**src/rtl/conversor_bcd_pkg.sv**
```systemverilog
// ============================================================================
//  Module   : conversor_bcd_pkg
//  Brief    : Shared constants and state encoding for the binary-to-BCD
//             converter (double-dabble, one bit per clock).
//  Revision : 1.0 - initial release
// ============================================================================
`default_nettype none

package conversor_bcd_pkg;

   // Width of the binary value being converted
   localparam int LARGURA     = 32;
   // Digits presented at the outputs (units..thousands)
   localparam int NUM_DIGITOS = 4;
   // Accumulator depth: enough digits for any 32-bit unsigned value
   localparam int DIGITOS_ACC = 10;
   localparam int LARG_ACC    = 4 * DIGITOS_ACC;

   // Code the display decoders render as an empty digit
   localparam logic [3:0] BRANCO = 4'hE;

   typedef enum logic [0:0] {
      OCIOSO   = 1'b0,
      CONVERTE = 1'b1
   } estado_t;

endpackage

`default_nettype wire

```
**src/rtl/conversor_bcd_ajuste_bcd.sv**
```systemverilog
// ============================================================================
//  Module   : ajuste_bcd
//  Brief    : Double-dabble digit correction: add 3 when the digit is >= 5,
//             so the following left shift carries correctly into the next
//             decimal digit.
//  Revision : 1.0 - initial release
// ============================================================================
`default_nettype none

module ajuste_bcd
   import conversor_bcd_pkg::*;
(
   input  logic [3:0] entrada,
   output logic [3:0] saida
);

   assign saida = (entrada >= 4'd5) ? (entrada + 4'd3) : entrada;

endmodule

`default_nettype wire

```
**src/rtl/conversor_bcd.sv**
```systemverilog
// ============================================================================
//  Module   : conversor_bcd
//  Brief    : Sequential binary-to-BCD converter. One double-dabble
//             iteration per clock; the four low digits and an overflow flag
//             are registered when the last iteration completes.
//  Revision : 1.0 - initial release
// ============================================================================
`default_nettype none

module conversor_bcd
   import conversor_bcd_pkg::*;
#(
   parameter int LARGURA     = conversor_bcd_pkg::LARGURA,
   parameter int NUM_DIGITOS = conversor_bcd_pkg::NUM_DIGITOS
)(
   input  logic               clock,
   input  logic               reset,
   input  logic [LARGURA-1:0] valor,
   input  logic               controle,
   output logic [3:0]         digito0,
   output logic [3:0]         digito1,
   output logic [3:0]         digito2,
   output logic [3:0]         digito3,
   output logic               ocupado,
   output logic               pronto,
   output logic               estouro
);

   localparam logic [5:0] ULTIMA_ITER = 6'(LARGURA - 1);

   estado_t               estado;
   estado_t               prox_estado;
   logic [5:0]            contador;
   logic [LARGURA-1:0]    desloc;
   logic [LARG_ACC-1:0]   acc;
   logic [LARG_ACC-1:0]   acc_ajustado;
   logic [LARG_ACC-1:0]   acc_prox;
   logic [LARGURA-1:0]    desloc_prox;
   logic                  captura;
   logic                  ultima;
   logic                  excede;

   // One correction cell per accumulator digit
   generate
      for (genvar i = 0; i < DIGITOS_ACC; i++) begin : g_ajuste
         ajuste_bcd u_ajuste (
            .entrada (acc[4*i +: 4]),
            .saida   (acc_ajustado[4*i +: 4])
         );
      end
   endgenerate

   // Shift {corrected accumulator, shift register} left by one
   assign acc_prox    = {acc_ajustado[LARG_ACC-2:0], desloc[LARGURA-1]};
   assign desloc_prox = {desloc[LARGURA-2:0], 1'b0};

   // Anything above the displayed digits (including a carry out of the top
   // digit) means the value does not fit on the display
   assign excede  = (|acc_prox[LARG_ACC-1:4*NUM_DIGITOS]) | acc_ajustado[LARG_ACC-1];

   assign ocupado = (estado == CONVERTE);

   // State register
   always_ff @(posedge clock or negedge reset) begin
      if (!reset) begin
         estado <= OCIOSO;
      end else begin
         estado <= prox_estado;
      end
   end

   // Next-state logic: start on controle in idle, leave after the last bit
   always_comb begin
      prox_estado = estado;
      captura     = 1'b0;
      ultima      = 1'b0;
      case (estado)
         OCIOSO: begin
            if (controle) begin
               captura     = 1'b1;
               prox_estado = CONVERTE;
            end
         end
         CONVERTE: begin
            if (contador == ULTIMA_ITER) begin
               ultima      = 1'b1;
               prox_estado = OCIOSO;
            end
         end
         default: prox_estado = OCIOSO;
      endcase
   end

   // Datapath: capture, iterate, and publish the final digits
   always_ff @(posedge clock or negedge reset) begin
      if (!reset) begin
         contador <= 6'd0;
         desloc   <= '0;
         acc      <= '0;
         digito0  <= BRANCO;
         digito1  <= BRANCO;
         digito2  <= BRANCO;
         digito3  <= BRANCO;
         pronto   <= 1'b0;
         estouro  <= 1'b0;
      end else begin
         pronto <= 1'b0;
         if (captura) begin
            desloc   <= valor;
            acc      <= '0;
            contador <= 6'd0;
         end else if (estado == CONVERTE) begin
            acc      <= acc_prox;
            desloc   <= desloc_prox;
            contador <= contador + 6'd1;
            if (ultima) begin
               digito0 <= acc_prox[3:0];
               digito1 <= acc_prox[7:4];
               digito2 <= acc_prox[11:8];
               digito3 <= acc_prox[15:12];
               estouro <= excede;
               pronto  <= 1'b1;
            end
         end
      end
   end

endmodule

`default_nettype wire

```
**config.mk**
```make
export PLATFORM = sky130hd
export DESIGN_NAME = conversor_bcd
export DESIGN_NICKNAME = d
export VERILOG_FILES = /design/src/rtl/conversor_bcd_pkg.sv /design/src/rtl/conversor_bcd_ajuste_bcd.sv /design/src/rtl/conversor_bcd.sv
export SDC_FILE = /design/constraint.sdc
export NUM_CORES = 1
export LEC_CHECK = 0
export BUFFER_PORTS_ARGS = -buffer_cell sky130_fd_sc_hd__buf_2
export CAP_MARGIN = 20
export CORE_UTILIZATION = 50
export CTS_CLUSTER_DIAMETER = 200
export DETAILED_ROUTE_END_ITERATION = 12
export MAX_ROUTING_LAYER = met4
export PLACE_DENSITY = 0.67
export SYNTH_ARGS = -nofsm -noshare
export SYNTH_HDL_FRONTEND = slang
export SYNTH_SLANG_ARGS = --single-unit
```
**constraint.sdc**
```tcl
create_clock -name clock -period 3.2 [get_ports clock]
set_clock_uncertainty 0.05 [all_clocks]
set_input_delay 0.64 -clock clock [delete_from_list [all_inputs] [get_ports clock]]
set_output_delay 0.64 -clock clock [all_outputs]
set_load 0.01 [all_outputs]
```
== Word-level counts from Yosys, hierarchy flattened ==
Cells that the tools add are included.
Widths: inputs -> output; s select.

* Output and inout port bits: 19
* Input port bits: 35
* Word-level logic and storage cells: 63
* Register bits after elaboration: 97

* Reductions and logical operators: 3
* Bitwise operators: 3
* Equal/unequal tests: 1
* Add/sub/neg operators: 11
* $lt $le $gt $ge: 10
* Mux-type cells: 25

{| class="wikitable"
|+ Operators with widths
! cell !! count
|-
| $mux 40 || 2
|-
| $mux 32 || 2
|-
| $add 4x2->4 const B || 10
|-
| $ge 4x3->1 const B || 10
|-
| $mux 4 || 10
|-
| $reduce_or 24->1 || 1
|-
| $mux 6 || 2
|-
| $mux 1 || 8
|-
| $add 6x1->6 const B || 1
|-
| $eq 6x5->1 const B || 1
|-
| $reduce_and 3->1 || 1
|-
| $not 1->1 || 2
|-
| $pmux 1 s2 || 1
|-
| $reduce_bool 2->1 || 1
|-
| $or 1x1->1 || 1
|}

== Depth between registers and ports, before layout ==
* Depth after elaboration: 6
* Mapped depth: 8
* Depth with buffers taken out: 8

== By module ==
A second synthesis with hierarchy kept.

* Cells, all modules: 464
* Area total of the unflattened synthesis: 4899.7 um^2

{| class="wikitable"
|+ By module, submodules not included
! module !! instances !! seq. area each (um^2) !! area an instance (um^2) !! cells an instance
|-
| conversor_bcd || 1 || 2442.3 || 3886.2 || 304
|-
| ajuste_bcd || 10 || 0.0 || 101.3 || 16
|}

== Worst setup path after synthesis ==
OpenSTA, ideal clock, no wires.

* Path kind: flip-flop to flip-flop
* Start point: reg acc[16]
* End point: reg estouro
* Required time: 3.014 ns
* Stages on the path, launching flop included: 7
* Arrival: 1.519 ns
* Setup time: 0.136 ns
* Buffers on the path: 0
* Period minus slack after synthesis: 1.705 ns
* Setup slack: 1.495 ns
* Cells stage by stage: dfrtp_1 > ha_1 > nand2b_1 > a21oi_1 > a31oi_1 > nor4_1 > a31oi_1

* Longest elaborated chain between the ends: 4
* Elaborated cells between the ends (all ways): 5
* Those cells by class: add/sub: 1; order compare: 1; mux: 1; bitwise: 1; reduce/logical: 1

{| class="wikitable"
|+ Ends and longest elaborated chain
! what !! RTL line !! source
|-
| start, declared || conversor_bcd.sv:35 || <nowiki>logic [LARG_ACC-1:0] acc;</nowiki>
|-
| start signal, assigned || conversor_bcd.sv:113 || <nowiki>acc <= acc_prox;</nowiki>
|-
| $add 4x2->4 or $ge 4x3->1 (tied branches) || conversor_bcd_ajuste_bcd.sv:17 || <nowiki>assign saida = (entrada >= 4'd5) ? (entrada + 4'd3) : entrada;</nowiki>
|-
| $mux 4 * || conversor_bcd_ajuste_bcd.sv:17 ||
|-
| $reduce_or 24->1 * || conversor_bcd.sv:59 || <nowiki>assign excede = (|acc_prox[LARG_ACC-1:4*NUM_DIGITOS]) | acc_ajustado[LARG_ACC-1];</nowiki>
|-
| $or 1x1->1 * || conversor_bcd.sv:59 ||
|-
| end signal, assigned || conversor_bcd.sv:105 || <nowiki>estouro <= 1'b0;</nowiki>
|-
| end signal, assigned || conversor_bcd.sv:121 || <nowiki>estouro <= excede;</nowiki>
|-
| end, declared || conversor_bcd.sv:26 || <nowiki>output logic estouro</nowiki>
|}

Every way passes the cells marked *; elsewhere a longest branch is shown, timed or not.
A chain may end at the register's enable or synchronous reset.

== Worst setup path in the final report ==
* Start point: reg estado, in the netlist ocupado
* End point: out ocupado

{| class="wikitable"
|+ RTL lines
! what !! RTL line !! source
|-
| start, declared || conversor_bcd.sv:31 || <nowiki>estado_t estado;</nowiki>
|-
| start signal, assigned || conversor_bcd.sv:68 || <nowiki>estado <= prox_estado;</nowiki>
|-
| end, declared || conversor_bcd.sv:24 || <nowiki>output logic ocupado,</nowiki>
|}

No word-level cell between the ends.

==> results <==
- The flow ran to the end, and the final reports show no timing, DRC or antenna violations.
- In this run the clock root is driven by a sky130_fd_sc_hd__clkbuf_8.
- The placed instances occupy a cell area of between 0.005 and 0.006 mm2.
- Among cell families on the critical path, the largest total delay comes from flip-flops.
- The die footprint is just over 0.01 mm2.
- The wire length per cell is 14.3 um.
- The initial antenna violation count is 0.
- The flop and latch count out of synthesis is 97.
- The post-CTS setup repair buffer count is 0.
- The finished layout holds between 600 and 700 standard cells, fillers aside.
- The library cells used most frequently in the layout, excluding fill and tap cells, are sky130_fd_sc_hd__dfrtp_1, sky130_fd_sc_hd__nand2_1, sky130_fd_sc_hd__o21ai_0.
- The data required time of the critical path is around 2.5 ns.
- The share of synthesized area occupied by flip-flops and latches is 0.497.
- The clock drives 97 sinks.
- The final critical delay including setup and external delays is about 2 ns.
- The cell area power density is 961 mW/mm2.
- Of the total power, registers draw 0.416.
- The start of the worst register-to-register path is acc[16].
- The count of yosys warnings during synthesis is 0.
- The number of buffers added by the clock tree synthesis step is 9.
- The net switching power of the design is 2.07 mW.
- The critical setup path kind is reg -> out.
- The deepest clock path buffer count is 2.
- The number of H-tree branching levels is 3.
- Entering global routing, the biggest net connects 51 pins.
- The wire-length estimate of the detail-placed layout is 6710 um.
- In this run the static leakage power is 2.60 nW.
- From bottom edge to top edge, the die measures 101 um.
- Timing would allow up to 0.504 GHz.
- The die is 101 um wide.
- The summed negative setup slack over all endpoints is 0 ns.
- After synthesis, the mean cell area works out to 9.84 um2.
- The path class of the tightest hold or removal check is in -> async.
- Leaving out fill and tap cells, the most frequent cell in the layout is sky130_fd_sc_hd__dfrtp_1.
- The data arrival time of the worst path is 1.30 ns.
- The number of top-level design ports is 54.
- Counting cells, the worst reg-to-reg path comes to 7.
- In the routed layout, each cell is associated on average with a via count of roughly 5.4.
- The number of input and output port buffers inserted is 53.
- STA classifies the critical path startpoint as a flop.
- The total of cells resized after clock tree synthesis is 0.
- Setup repair after global routing left no endpoint under its margin.
- The clock latency reported for the late side of the worst-skew pair is 0.36 ns.
- The post-synth design cell area is 0.00492 mm2.
- The post-layout instance area is 0.00552 mm2.
- The total internal power is 3.23 mW.
- The aggregate routed wire length is 9770 um.
- The via count is 3708.
- The number of remaining DRC errors is 0.
- The net count after synthesis is 556.
- The destination of the worst register-to-register timing path is estouro.
- Compared with the post-synthesis result, the final layout area differs by 12.3%.
- In the final design database the tool counted a little over 600 nets.
- The fraction of synthesized cell area taken by the top area cell type is 0.432.
- The instance count on the critical path is 1.
- The area inside the core boundary is 0.00937 mm2.
- The length of the first detailed-routing pass in iterations is 4.
- The largest voltage drop on the vdd net is 0.000328 V.
- Counting flops with a built-in enable in the synthesized netlist gives 0.
- The slowest cell on the critical path is sky130_fd_sc_hd__dfrtp_2.
- The share of total power dissipated in combinational logic is 0.420.
- The number of violations of the max-capacitance limit is 0.
- The critical path goes through buf_2.
- Once detail routing completed, the nets flagged for antenna violations numbered 0.
- The async set-reset flop share out of synthesis is 1.00.
- The number of failing setup endpoints in the final timing report is 0.
- The count of endpoints failing hold in the final timing report was 0.
- The largest single stage delay on the critical path is a little over 0.7 ns.
- The worst slew margin relative to its limit is 0.511.
- After global routing the overflow that remains totals 0.
- The TritonCTS clock tree is built.
- Counting every instance in the synthesized netlist gives 500.
- The congestion estimate from routability-driven global placement came to 0.775.
- The number of placed instances, taps included, is about 670.
- The count of unique library cells instantiated by Yosys is 35.
- The switching share of power is 0.391.
- The share of total power dissipated in the clock network is 0.164.
- The cell accounting for the most synthesized area is sky130_fd_sc_hd__dfrtp_1.
- Overall power consumption after layout is estimated at about 5.3 mW.
- The final critical-path share of the clock period is 0.620.
- The number of buffers and inverters on the critical path is 1.
- The register-to-register path setup slack is approximately 1.3 ns.
- The slew at the pin closest to its max-slew limit is 0.734 ns.
- The initial utilization of the core area, before any placement, comes to 0.525.
- The first global-routing pass estimated 17200 um of wire.
- The via count of the first global-routing pass was 3535.
- The detailed router finished its first iteration with 159 violations.
- The sort of element at the end of the critical path is an output port.
- The largest fanout on the critical path is 26.
- The top flip-flop cell by instance count after synthesis is sky130_fd_sc_hd__dfrtp_1.
- The number of standard-cell rows in the floorplan is 35.
- The number of antenna diodes in the final layout is 0.
- The ratio of cells with drive above 1 in the final layout is 0.186.
- The core occupancy in the finished layout is 0.589.
- By area the synthesized netlist is led by sky130_fd_sc_hd__dfrtp_1, sky130_fd_sc_hd__mux2i_1, sky130_fd_sc_hd__o21ai_0.
- The max-slew violation count came to 0.
- For this run, the total global-route usage over all layers was measured as 0.221.
- The CTS clock-pin slew for the worst setup and hold paths is around 0.090 ns.
- The number of buffers inserted by hold repair at cts is 0.
-- Yosys cell counts (3+ instances only) --
cell                       number
sky130_fd_sc_hd__a22o_1        11
sky130_fd_sc_hd__xnor2_1       11
sky130_fd_sc_hd__o21ai_0       67
sky130_fd_sc_hd__o31ai_1       10
sky130_fd_sc_hd__buf_2          9
sky130_fd_sc_hd__nand2b_1      14
sky130_fd_sc_hd__nand2_1       80
sky130_fd_sc_hd__ha_1          21
sky130_fd_sc_hd__nor3b_1       11
sky130_fd_sc_hd__nor2_1        19
sky130_fd_sc_hd__or3_1          4
sky130_fd_sc_hd__dfstp_2       12
sky130_fd_sc_hd__dfrtp_1       85
sky130_fd_sc_hd__clkbuf_1      12
sky130_fd_sc_hd__a21oi_1       27
sky130_fd_sc_hd__a31oi_1        9
sky130_fd_sc_hd__mux2i_1       38
sky130_fd_sc_hd__o22ai_1        4
sky130_fd_sc_hd__inv_1         25
sky130_fd_sc_hd__nand3_1        4
sky130_fd_sc_hd__nor4_1         3
sky130_fd_sc_hd__mux2_2        10
-- metal layers --
metal  vias up  track usage  part of all wire
met5         -            -                 0
met4         0       0.0736             0.011
met3        12       0.0359             0.048
met2        92        0.333              0.45
met1      1777        0.306              0.49
li1       1827            -                 -
-- layout make-up --
class,instances,area [um2]
Clock buffer,10,128
Clock inverter,6,92.6
Fill cell,829,3850
Inverter,25,93.8
Multi-Input combinational cell,354,2270
Sequential cell,97,2440
Tap cell,129,161
Timing Repair Buffer,62,335
-- metrics by stage --
stage,hold WS (ns),worst slack (ns)
detailed placement,0.424,1.28
floorplan,0.294,1.50
global placement,0.413,1.28
CTS,0.209,1.17
finish,0.209,1.21
global route,0.235,1.05
-- kinds of logic (layout without fill, tap and decap cells) --
group | count (synthesis) | count (layout) | share of synthesized area
xor+xnor | 12 | 12 | 0.0214
compound gates | 129 | 129 | 0.149
buf+inv | 49 | 103 | 0.0420
flops | 97 | 97 | 0.497
simple gates | 144 | 144 | 0.138
mux | 48 | 48 | 0.100
fa+ha+maj | 21 | 21 | 0.0534
-- power by group through the flow --
| stage | registers [mW] | logic, mW | clock network (mW) |
|---|---|---|---|
| 4_1_cts | 2.21 | 2.25 | 0.901 |
| 5_1_grt | 2.30 | 2.60 | 0.945 |
| 2_1_floorplan | 2.17 | 1.68 | 0 |
| 3_5_place_dp | 2.23 | 2.24 | 0 |
| 3_3_place_gp | 2.20 | 2.14 | 0 |
| 6_report | 2.21 | 2.23 | 0.871 |
-- sequential cells by signal (all words and copies together), names as in the netlist --
signal / cells
digito0: 4
estouro: 1
digito3: 4
ocupado: 1
contador: 6
digito1: 4
acc: 40
digito2: 4
pronto: 1
desloc: 32
-- worst max-delay path by stage --
stage / end / slack, ns / from
after global routing: estouro / 1.05 / acc[16]
final: ocupado / 1.21 / ocupado
after global placement: acc[24] / 1.28 / controle
after detailed placement: contador[5] / 1.28 / controle
after CTS: ocupado / 1.17 / ocupado
after floorplan: estouro / 1.50 / acc[16]
No activity file was read; power rests on OpenSTA's default activity.
